`src/rtl/math_game_pkg.sv`:
```
// Shared types and display/LED codes for the mental-arithmetic game controller.
package math_game_pkg;

    typedef enum logic [2:0] {
        IDLE, CLR, GEN, BLANK, ANSWER, CHECK, RESULT, DONE
    } state_e;

    localparam logic [1:0] DISP_BLANK   = 2'd0;
    localparam logic [1:0] DISP_OPERAND = 2'd1;
    localparam logic [1:0] DISP_SWITCH  = 2'd2;
    localparam logic [1:0] DISP_SUM     = 2'd3;

    localparam logic [1:0] LED_OFF      = 2'd0;
    localparam logic [1:0] LED_OPERAND  = 2'd1;
    localparam logic [1:0] LED_CORRECT  = 2'd2;
    localparam logic [1:0] LED_WRONG    = 2'd3;

    localparam logic [6:0] LED_WRONG_PATTERN = 7'b1010101;

endpackage

```
`src/rtl/phase_timer.sv`:
```
// 8-bit loadable down-counter; expire marks the last cycle of a phase,
// including the load cycle itself when the phase is one cycle long.
module phase_timer (
    input  logic       clk,
    input  logic       rst,
    input  logic       load_i,
    input  logic [7:0] load_val_i,
    output logic       expire_o
);
    logic [7:0] cnt_q, cnt_d;

    always_comb begin
        cnt_d = cnt_q;
        if (load_i)
            cnt_d = load_val_i - 8'd1;
        else if (cnt_q != 8'd0)
            cnt_d = cnt_q - 8'd1;
    end

    assign expire_o = load_i ? (load_val_i == 8'd1) : (cnt_q == 8'd1);

    always_ff @(posedge clk) begin
        if (rst) cnt_q <= 8'd0;
        else     cnt_q <= cnt_d;
    end
endmodule

```
`src/rtl/math_game_sequencer.sv`:
```
// Round/game controller: sequences the operand datapath and drives display
// and LED selects as registered decodes of the next state.
module math_game_sequencer
    import math_game_pkg::*;
#(
    parameter int NUM_OPERANDS  = 5,
    parameter int SHOW_CYCLES   = 1,
    parameter int ANSWER_CYCLES = 15,
    parameter int RESULT_CYCLES = 4,
    parameter int ROUNDS        = 4
) (
    input  logic       clk,
    input  logic       rst,
    input  logic       start,
    input  logic       submit,
    input  logic [6:0] switch,
    input  logic [6:0] sum_mod,
    output logic       sum_clr,
    output logic       lfsr_step,
    output logic [1:0] disp_sel,
    output logic [1:0] led_mode,
    output logic [2:0] score,
    output logic [2:0] round_idx,
    output logic       busy,
    output logic       game_done
);
    if (ROUNDS < 1 || ROUNDS > 7) begin : g_bad_rounds
        $error("ROUNDS must be in 1..7");
    end
    if (NUM_OPERANDS < 1 || NUM_OPERANDS > 15) begin : g_bad_ops
        $error("NUM_OPERANDS must be in 1..15");
    end

    localparam logic [3:0] LAST_OP    = 4'(NUM_OPERANDS - 1);
    localparam logic [2:0] LAST_ROUND = 3'(ROUNDS - 1);
    localparam logic [2:0] FULL_SCORE = 3'(ROUNDS);

    state_e     state_q, state_d;
    logic       first_q, first_d;
    logic [3:0] op_q, op_d;
    logic [2:0] round_q, round_d, score_q, score_d;
    logic       correct_q, correct_d;
    logic       tmr_load, tmr_expire;
    logic [7:0] tmr_val;
    logic [1:0] disp_d, led_d;

    // first_q marks the opening cycle of a timed phase or GEN slot
    assign tmr_load = first_q && (state_q inside {GEN, ANSWER, RESULT});

    always_comb begin
        case (state_q)
            GEN:     tmr_val = 8'(SHOW_CYCLES);
            ANSWER:  tmr_val = 8'(ANSWER_CYCLES);
            default: tmr_val = 8'(RESULT_CYCLES);
        endcase
    end

    phase_timer u_timer (
        .clk        (clk),
        .rst        (rst),
        .load_i     (tmr_load),
        .load_val_i (tmr_val),
        .expire_o   (tmr_expire)
    );

    always_comb begin
        state_d   = state_q;
        first_d   = 1'b0;
        op_d      = op_q;
        round_d   = round_q;
        score_d   = score_q;
        correct_d = correct_q;
        case (state_q)
            IDLE: if (start) state_d = CLR;
            DONE: if (start) begin
                state_d = CLR;
                score_d = 3'd0;
                round_d = 3'd0;
            end
            CLR: begin
                state_d = GEN;
                first_d = 1'b1;
                op_d    = 4'd0;
            end
            GEN: if (tmr_expire) begin
                if (op_q == LAST_OP) begin
                    state_d = BLANK;
                end else begin
                    op_d    = op_q + 4'd1;
                    first_d = 1'b1;
                end
            end
            BLANK: begin
                state_d = ANSWER;
                first_d = 1'b1;
            end
            ANSWER: if (submit || tmr_expire) state_d = CHECK;
            CHECK: begin
                correct_d = (switch == sum_mod);
                if (correct_d && score_q != 3'd7) score_d = score_q + 3'd1;
                state_d = RESULT;
                first_d = 1'b1;
            end
            RESULT: if (tmr_expire) begin
                if (round_q == LAST_ROUND) begin
                    state_d = DONE;
                end else begin
                    round_d = round_q + 3'd1;
                    state_d = CLR;
                end
            end
            default: state_d = IDLE;
        endcase
    end

    always_comb begin
        disp_d = DISP_BLANK;
        led_d  = LED_OFF;
        case (state_d)
            GEN: begin
                disp_d = DISP_OPERAND;
                led_d  = LED_OPERAND;
            end
            ANSWER: disp_d = DISP_SWITCH;
            CHECK:  disp_d = DISP_SUM;
            RESULT: begin
                disp_d = DISP_SUM;
                led_d  = correct_d ? LED_CORRECT : LED_WRONG;
            end
            DONE: begin
                disp_d = DISP_SUM;
                led_d  = (score_d == FULL_SCORE) ? LED_CORRECT : LED_OFF;
            end
            default: ;
        endcase
    end

    always_ff @(posedge clk) begin
        if (rst) begin
            state_q   <= IDLE;
            first_q   <= 1'b0;
            op_q      <= 4'd0;
            round_q   <= 3'd0;
            score_q   <= 3'd0;
            correct_q <= 1'b0;
            sum_clr   <= 1'b0;
            lfsr_step <= 1'b0;
            disp_sel  <= DISP_BLANK;
            led_mode  <= LED_OFF;
            busy      <= 1'b0;
            game_done <= 1'b0;
        end else begin
            state_q   <= state_d;
            first_q   <= first_d;
            op_q      <= op_d;
            round_q   <= round_d;
            score_q   <= score_d;
            correct_q <= correct_d;
            sum_clr   <= (state_d == CLR);
            lfsr_step <= (state_d == GEN) && first_d;
            disp_sel  <= disp_d;
            led_mode  <= led_d;
            busy      <= !(state_d inside {IDLE, DONE});
            game_done <= (state_d == DONE);
        end
    end

    assign score     = score_q;
    assign round_idx = round_q;
endmodule

```
`config.mk`:
```
export PLATFORM = sky130hd
export DESIGN_NAME = math_game_sequencer
export DESIGN_NICKNAME = d
export VERILOG_FILES = /design/src/rtl/math_game_pkg.sv /design/src/rtl/phase_timer.sv /design/src/rtl/math_game_sequencer.sv
export SDC_FILE = /design/constraint.sdc
export NUM_CORES = 1
export LEC_CHECK = 0
export ABC_AREA = 1
export CORE_MARGIN = 2
export CORE_UTILIZATION = 44
export CTS_CLUSTER_DIAMETER = 80
export DETAILED_ROUTE_END_ITERATION = 10
export PLACE_DENSITY = 0.71
export SLEW_MARGIN = 10
export SYNTH_ARGS = -nofsm -noshare
export SYNTH_HDL_FRONTEND = slang
export SYNTH_HIERARCHICAL = 1
export SYNTH_SLANG_ARGS = --single-unit
```
`constraint.sdc`:
```
create_clock -name clk -period 3.7 [get_ports clk]
set_clock_uncertainty 0.15 [all_clocks]
set_input_delay 0.74 -clock clk [delete_from_list [all_inputs] [get_ports clk]]
set_output_delay 0.74 -clock clk [all_outputs]
set_load 0.03 [all_outputs]
```
==> summary.txt, run 1 <==
Status
  – Status: finished clean

Logic synthesis
  – Adder-Cell Fraction of Synth Area: 0.06824
  – Synth Area in XOR/XNOR: 0.02171
  – Synth warn: 6
  – Complex-gate fraction of the synthesized area: 0.1067
  – Synth Register Bits: 30
  – Synth Area in Simple Gates: 0.3666
  – EDFF count, synth: 0
  – Largest family of logic cells by synthesized area: simple AND/OR/NAND/NOR gates
  – Synth Area per Inst: 6.283 sq um
  – Synth Flop Type: dfxtp_1
  – Cell Area, Synth: around 2000 sq um
  – Seq/Total Area, Yosys: 0.2978
  – Synth unique cells: 34
  – Mux contribution to synthesized area: 0
  – Async set-reset flop share out of synthesis: 0
  – Synth Instances: 321

Route
  – WL final: between 4 and 5 mm
  – Vias/cell: roughly 4.6
  – First-pass detailed-route iteration total: 4
  – # DRC: 0
  – Vias: about 1,900
  – Initial DRC Count: 68
  – Detail Route Antenna Nets: 0
  – DR WL/cell: a little over 10 um

Clocking
  – Root Buffer: clkbuf_8
  – Total CTS buffers: 5
  – Worst-path clk slew: ~0.06 ns
  – Worst skew pair latency: between 0.2 and 0.3 ns
  – Max H-tree Level: 2
  – Clk buf depth: 2
  – Post-CTS Setup Inserts: 0
  – Clock Sinks: 30
  – Hold buffer count at CTS: 0
  – TritonCTS clock tree: done
  – PostCTS Resize Cnt: 0

STA
  – Fin. max-slew vios: 0
  – Fmax achieved: 322.7 MHz
  – Hold_ws: roughly 0.34 ns
  – Final min period: between 3 and 4 ns
  – Setup tns final: 0 ns
  – Fin crit share: 0.8376
  – RSZ-0062 raised after global routing: no
  – # setup viols final: 0
  – Fin. Hold Viols: 0

Die
  – Boundary pin count: 32
  – Initial Utilization: 0.4600
  – Die Width: between 70 and 80 um
  – Core area: approximately 4400 sq um
  – Die H: between 70 and 80 um
  – Row count: 24
  – Die Area: 5142 sq um

GRT
  – First-pass GRT wire length: 7.479 mm
  – Vias in the first global route: approximately 1,800
  – Largest net degree at the start of global routing: 12
  – Grt ovf: 0
  – Initial antenna violation count: 0
  – Gr usage total: 0.1804

Layout
  – Multi-input logic area: about 1200 sq um
  – Most frequent cells in the layout: 76 x nand2_1, 62 x inv_1, 44 x nor2_1
  – Final Util: 0.5682
  – Reg area: about 600 sq um
  – Layout net count: 395
  – Share of post-route cells with drive strength above 1: 0.07650
  – Filler cells: approximately 440
  – Ant diodes: 0
  – Final Non-Filler Cells: ~420
  – Commonest non-fill, non-tap cell in the layout: nand2_1
  – Layout Area Growth over Synthesis: 23.51%

Placed design
  – I/O Buffers: 31
  – RePlAce Congestion: 0.8503
  – Post-DP HPWL: roughly 3.4 mm
  – Placed cells: 411

Job
  – MaxCap Viol Count: 0

Worst setup path
  – Kind of start point of the critical path: flop
  – Critical path class: flop to flop
  – Critical Path End Type: flop
  – Peak fanout along the critical path: 11
  – CP arrival: between 3 and 4 ns
  – CP required: between 3 and 4 ns

Power
  – PD cells: approximately 440 nW/um^2
  – Maximum vdd drop: around 0.27 mV
  – Tot Pwr: 1.085 mW
  – Pleak: about 1.2 nW

Min path
  – Min-Delay Path Class: flop to flop
## report_power, final
part | switching [mW] | internal, mW
combinational | 0.260 | 0.172
sequential | 0.0447 | 0.367
clock | 0.115 | 0.126
total | 0.421 | 0.664
## critical path, stage by stage, from the launching register on
cell and delay [ns]:
dfxtp_1 0.45, inv_1 0.11, nor2_2 0.11, inv_1 0.06
nor2_1 0.18, inv_1 0.14, nand2_1 0.15, o21a_1 0.35
nand4_1 0.13, o22ai_1 0.21, inv_1 0.08, or2_1 0.23
o21ai_1 0.19, nand3_1 0.12, nand2_1 0.11, inv_2 0.05
o21a_1 0.17
## registers in the layout (all words and copies together) (netlist names), 2 cells and up
signal	cells
disp_sel	2
led_mode	2
op_q	4
round_idx	3
score	3
state_q	2
u_timer/cnt_q	8
## routing by layer
layer,routed length [um],share of wire,global-route usage
met5,0,0,0
met1,2096,0.50,0.2320
met3,222,0.053,0.03938
met4,51,0.012,0.07338
met2,1853,0.44,0.2932
## final cells by class
class / count / area share
sequential: 30 / 0.2411
tap: 52 / 0.02612
clock inverter: 2 / 0.004018
timing repair buffer: 32 / 0.1276
clock buffer: 5 / 0.02762
multi-input combinational: 231 / 0.4741
inverter: 66 / 0.09945
## stage by stage
step | instance area (sq um) | setup slack, ns
2_1_floorplan | 2058 | 1.029
3_3_place_gp | 2412 | 0.7351
3_5_place_dp | 2412 | 0.6164
4_1_cts | 2491 | 0.5930
5_1_grt | 2491 | 0.3338
6_report | 2491 | 0.6009
## final timing paths
path,slack [ns],cells after the start,startpoint,endpoint
setup / recovery,0.60,16,state_q[1],disp_sel[0]
hold / removal,0.34,2,round_idx[1],round_idx[1]
setup reg to reg,0.60,16,state_q[1],disp_sel[0]
hold reg to reg,0.34,2,round_idx[1],round_idx[1]
## kinds of logic after synthesis
| kind of cell | Yosys count |
|---|---|
| other | 1 |
| buffers and inverters | 71 |
| AO/OA/AOI/OAI | 38 |
| adder cells (fa/ha/maj) | 11 |
| flip-flops | 30 |
| AND/OR/NAND/NOR | 165 |
| XOR/XNOR | 5 |
## synth_stat cells (4+ instances only)
master   instances  area [sq um]
ha_1            11         137.6
nor2_1          44         165.2
nand4_1          5         31.28
inv_2            4         15.01
nor3_1           4         20.02
a21oi_1         13         65.06
nand3_1         20         100.1
inv_1           62         232.7
nand2_1         76         285.3
dfxtp_1         30         600.6
o21ai_0         12         60.06
No activity file was read; power rests on OpenSTA's default activity.
==> inputs of run 2 (changes only) <==
- PLACE_DENSITY: 0.71 -> 0.73
- clock period: 3.7 -> 2.5 ns (I/O delays scaled with it)
==> run 2 against run 1 <==
Hold slack got worse by 0.020 ns. Total power increased by 62%. Clock power increased by 65%. Final cell count increased by 6.2%. First-iteration DRC count decreased by 10%. Critical path depth increased by 1. Critical path type unchanged. Largest power group unchanged.
==> summary.txt, run 2 (same netlist as run 1, synthesis figures left out) <==
Route
  – First-pass detailed-route iteration total: 4
  – WL final: between 4 and 5 mm
  – # DRC: 0
  – Detail Route Antenna Nets: 0
  – Vias/cell: between 4 and 5
  – DR WL/cell: ~11 um
  – Vias: approximately 2,100
  – Initial DRC Count: slightly above 60

GRT
  – Grt ovf: 0
  – First-pass GRT wire length: about 8.1 mm
  – Vias in the first global route: between 2,000 and 2,500
  – Largest net degree at the start of global routing: 12
  – Gr usage total: 0.1969
  – Initial antenna violation count: 0

STA
  – Fin crit share: 0.9837
  – Fmax achieved: between 400 and 500 MHz
  – RSZ-0062 raised after global routing: yes
  – Hold_ws: approximately 0.32 ns
  – Fin. max-slew vios: 0
  – # setup viols final: 0
  – Final min period: ~2.5 ns
  – Fin. Hold Viols: 0

Placed design
  – Post-DP HPWL: between 3 and 4 mm
  – I/O Buffers: 31
  – RePlAce Congestion: 0.8388

Layout
  – Commonest non-fill, non-tap cell in the layout: nand2_1
  – Reg with most FFs: u_timer/cnt_q
  – Top flop regs: u_timer/cnt_q x8, op_q x4
  – Ant diodes: 0
  – Layout Area Growth over Synthesis: 39.02%
  – Max reg flops: 8
  – Final Util: 0.6396
  – Share of post-route cells with drive strength above 1: 0.2066
  – Filler cells: ~390
  – Layout net count: 420
  – Most frequent cells in the layout: 72 x nand2_1, 55 x inv_1, 40 x nor2_1

Power
  – Seq pwr share: 0.346
  – Cell-internal power: about 1.1 mW
  – Sw Share: 0.3982
  – Pleak: 1.326 nW
  – Comb pwr share: 0.429
  – Maximum vdd drop: around 0.62 mV
  – PD cells: approximately 630 nW/um^2
  – Clock power share: 0.225
  – Psw: ~700 uW

Worst setup path
  – Critical Path Slowest Stage Cell: dfxtp_4
  – CP required: 2.53 ns
  – Critical path class: flop to flop
  – Critical Path End Type: flop
  – Peak fanout along the critical path: 5
  – Max incr delay on CP: about 0.4 ns
  – CP arrival: 2.49 ns
  – CP Cell Sequence: inv_4, nor2_4, inv_2, nor2_4, inv_2, nand2_4, o21a_4, nand4_1, o22ai_2, inv_1, or2_4, a21oi_2, nand2_2, nand2_4, nand4_4, nand2_2, a21oi_2
  – Cells on worst reg2reg path: 17
  – Kind of start point of the critical path: flop

Clocking
  – Total CTS buffers: 5
  – Clock Sinks: 30
  – Root Buffer: clkbuf_8
  – Worst-path clk slew: approximately 0.070 ns
  – Worst skew pair latency: 0.29 ns
  – Clk buf depth: 2
  – TritonCTS clock tree: done
  – Max H-tree Level: 2

Job
  – MaxCap Viol Count: 0

Die
  – Row count: 24
  – Initial Utilization: 0.4600
  – Boundary pin count: 32
  – Die Area: roughly 5100 sq um
  – Core area: about 4400 sq um
  – Die H: 71.71 um
  – Die Width: around 72 um

Status
  – Status: finished clean

Min path
  – WHS Path Cells: 2
  – Min-Delay Path Class: flop to flop
[run 2: cell types whose count changed in the layout (fill, tap and decap cells not counted), moves of 3 or more]
cell,previous run,this run
nand2_1,76,72
inv_1,62,55
inv_2,4,8
nand2_2,3,6
buf_4,1,25
dfxtp_1,30,27
nor2_1,44,40
nor2_4,3,6
[run 2: final cells by class]
type | count | area [sq um] | area share
timing repair buffer | 57 | 509.2 | 0.1816
sequential | 30 | 609.3 | 0.2173
clock buffer | 5 | 68.82 | 0.02454
multi-input combinational | 231 | 1272 | 0.4538
clock inverter | 3 | 21.27 | 0.007586
tap | 52 | 65.06 | 0.02320
inverter | 66 | 257.7 | 0.09192
[run 2: repair_timing]
action                                  4_1_cts  5_1_grt
buffers inserted                              2        3
endpoints found under the setup margin        8        9
gates resized for setup                       5       22
hold buffers                                  0        0
pin swaps                                     4       14
[run 2: metrics by stage]
stage	instance area [sq um]	setup WS (ns)	TNS, ns	power (mW)	std cells
5_1_grt	2804	-0.08397	-0.5696	1.894	444
2_1_floorplan	2101	-0.01933	-0.01933	1.109	332
4_1_cts	2721	0.01084	0	1.730	441
3_5_place_dp	2595	-0.1420	-0.4511	1.320	431
3_3_place_gp	2595	-0.01060	-0.01060	1.306	431
6_report	2804	0.04083	0	1.762	444
[run 2: power by group through the flow]
stage	logic [mW]	clock network [mW]	registers (mW)
after global routing	0.849	0.425	0.619
after detailed placement	0.703	0	0.617
after CTS	0.718	0.405	0.607
final	0.756	0.397	0.610
after floorplan	0.478	0	0.631
after global placement	0.689	0	0.616
[run 2: metal layers]
metal / share of wire / vias up / track usage
met3: 0.029 / 15 / 0.04219
met5: 0 / - / 0
met2: 0.48 / 39 / 0.3467
met1: 0.45 / 901 / 0.2237
li1: - / 1122 / -
met4: 0.034 / 0 / 0.09853
[run 2: path summary, 6_finish.rpt]
kind,end,slack [ns],startpoint
max reg2reg,busy,0.04,state_q[1]
min,round_idx[2],0.32,round_idx[2]
min reg2reg,round_idx[2],0.32,round_idx[2]
max,busy,0.04,state_q[1]
[run 2: worst max-delay path: cells and delay by family, from the launching register on]
kind | cells | cell delay [ns]
AOI/OAI and AO/OA | 4 | 0.55
buffers and inverters | 4 | 0.24
DFF | 1 | 0.39
and+or+nand+nor | 9 | 1.05
==> inputs of run 3 (changes only) <==
- TNS_END_PERCENT: default -> 10
==> run 3 against run 2 <==
Clock power about the same. Core utilization down 0.11 points. Non-clock buffer count unchanged. Maximum frequency decreased by 0.49%. First-iteration DRC count shrank 16%.
==> summary.txt, run 3 (same netlist as run 1, synthesis figures left out) <==
STA
  – Fin crit share: 0.9885
  – # setup viols final: 0
  – Setup tns final: 0 ns
  – Fin. Hold Viols: 0
  – Fmax achieved: approximately 400 MHz
  – Fin. max-slew vios: 0
  – Final WS setup: between 0.02 and 0.03 ns
  – RSZ-0062 raised after global routing: yes
  – Final min period: 2.471 ns

Worst setup path
  – Critical path class: flop to flop
  – CP required: about 2.5 ns
  – CP arrival: 2.50 ns
  – Worst reg2reg endpoint: busy
  – Reg-to-reg startpoint: state_q[1]
  – Critical Path End Type: flop
  – R2R Setup Slk: 0.03 ns
  – Kind of start point of the critical path: flop
  – Cells on worst reg2reg path: 17
  – Peak fanout along the critical path: 5

Die
  – Die H: approximately 72 um
  – Core area: 4384 sq um
  – Boundary pin count: 32
  – Die Area: 5142 sq um
  – Initial Utilization: 0.4600
  – Row count: 24
  – Die Width: 71.71 um

Route
  – Vias: roughly 2,100
  – # DRC: 0
  – Vias/cell: roughly 4.7
  – First-pass detailed-route iteration total: 4
  – Initial DRC Count: 51
  – WL final: 4.779 mm
  – Detail Route Antenna Nets: 0
  – DR WL/cell: 10.76 um

Min path
  – WHS Path Cells: 2
  – Hold wc startpoint: round_idx[2]
  – Min-Delay Path Class: flop to flop
  – Hold endpoint: round_idx[2]

Layout
  – Max reg flops: 8
  – Commonest non-fill, non-tap cell in the layout: nand2_1
  – Layout Area Growth over Synthesis: 38.77%
  – Reg with most FFs: u_timer/cnt_q
  – Final non-filler cell area: around 2800 sq um
  – Share of post-route cells with drive strength above 1: 0.2015
  – Ant diodes: 0
  – Layout net count: 420
  – Most frequent cells in the layout: 74 x nand2_1, 55 x inv_1, 40 x nor2_1
  – Top flop regs: u_timer/cnt_q x8, op_q x4

Placed design
  – Post-DP Area: about 2600 sq um
  – RePlAce Congestion: approximately 0.84
  – Post-DP HPWL: 3.655 mm
  – I/O Buffers: 31
  – DP Worst Slack: -0.1420 ns

GRT
  – Initial antenna violation count: 0
  – Grt ovf: 0
  – Gr usage total: 0.1969
  – Met3 usage: 0.04219
  – GR Util met1: 0.2237
  – GRT met2 Usage: 0.3467
  – Most used routing layer in global routing: met2
  – Vias in the first global route: a little over 2,000
  – Largest net degree at the start of global routing: 12
  – First-pass GRT wire length: 8.107 mm

Power
  – Cell-internal power: ~1.1 mW
  – Comb pwr share: 0.428
  – Pleak: 1.326 nW
  – PD cells: between 600 and 700 nW/um^2
  – Maximum vdd drop: 0.6162 mV
  – Sw Share: 0.3981
  – Tot Pwr: around 1.8 mW
  – Seq pwr share: 0.347
  – Psw: about 700 uW
  – Clock power share: 0.225

Clocking
  – Max H-tree Level: 2
  – Worst-path clk slew: ~0.07 ns
  – Clock Sinks: 30
  – Worst skew pair latency: roughly 0.29 ns
  – TritonCTS clock tree: done
  – Hold buffer count at CTS: 0
  – Root Buffer: clkbuf_8
  – Clk buf depth: 2
  – Total CTS buffers: 5

Job
  – MaxCap Viol Count: 0

Status
  – Status: finished clean
run 3: cell counts in the layout (fill, tap and decap cells not counted):
Identical to the previous run, type by type.
run 3: critical path, stage by stage, from the launching register on:
cell and delay (ns):
dfxtp_4 0.39, inv_4 0.05, nor2_4 0.09, inv_2 0.06
nor2_4 0.09, inv_2 0.06, nand2_4 0.07, o21a_4 0.16
nand4_1 0.11, o22ai_2 0.19, inv_1 0.07, or2_4 0.26
a21oi_2 0.15, nand2_2 0.12, nand2_4 0.12, nand4_4 0.09
nand2_1 0.10, a21oi_2 0.05
run 3: stage by stage:
| step | hold WS, ns | util | std cells |
|---|---|---|---|
| 2_1_floorplan | 0.3069 | - | 332 |
| 3_5_place_dp | 0.3168 | 0.5919 | 431 |
| 6_report | 0.3207 | 0.6384 | 444 |
| 5_1_grt | 0.3503 | 0.6384 | 444 |
| 4_1_cts | 0.3272 | 0.6207 | 441 |
| 3_3_place_gp | 0.3184 | 0.5919 | 431 |
run 3: how the worst max path moves through the flow:
stage                    start          end  depth (start not counted)
floorplan           state_q[0]  disp_sel[0]                         18
global placement    state_q[1]  disp_sel[0]                         16
detailed placement  state_q[1]  led_mode[0]                         16
CTS                 state_q[1]  led_mode[0]                         16
global route        state_q[1]         busy                         17
finish              state_q[1]         busy                         17
run 3: final cells by class:
class / count / area (sq um)
fill: 392 / 1585
multi-input combinational: 231 / 1267
sequential: 30 / 609.3
timing repair buffer: 57 / 509.2
inverter: 66 / 257.7
clock buffer: 5 / 68.82
tap: 52 / 65.06
clock inverter: 3 / 21.27
run 3: per-layer routing:
layer  vias to the layer above  wire, um
met2                        40      2310
met5                         -         0
met3                        14       152
met4                         0       149
met1                       899      2166
li1                       1122         -
run 3: power groups by stage:
stage	Combinational (mW)	Clock, mW	Sequential (mW)
final	0.753	0.396	0.610
after global routing	0.846	0.425	0.619
after CTS	0.718	0.405	0.607
after detailed placement	0.703	0	0.617
after global placement	0.689	0	0.616
after floorplan	0.478	0	0.631
run 3: what timing repair did:
| action | CTS | global route |
|---|---|---|
| pin swaps | 4 | 13 |
| gates resized for setup | 5 | 20 |
| endpoints found under the setup margin | 8 | 9 |
| buffers inserted | 2 | 3 |
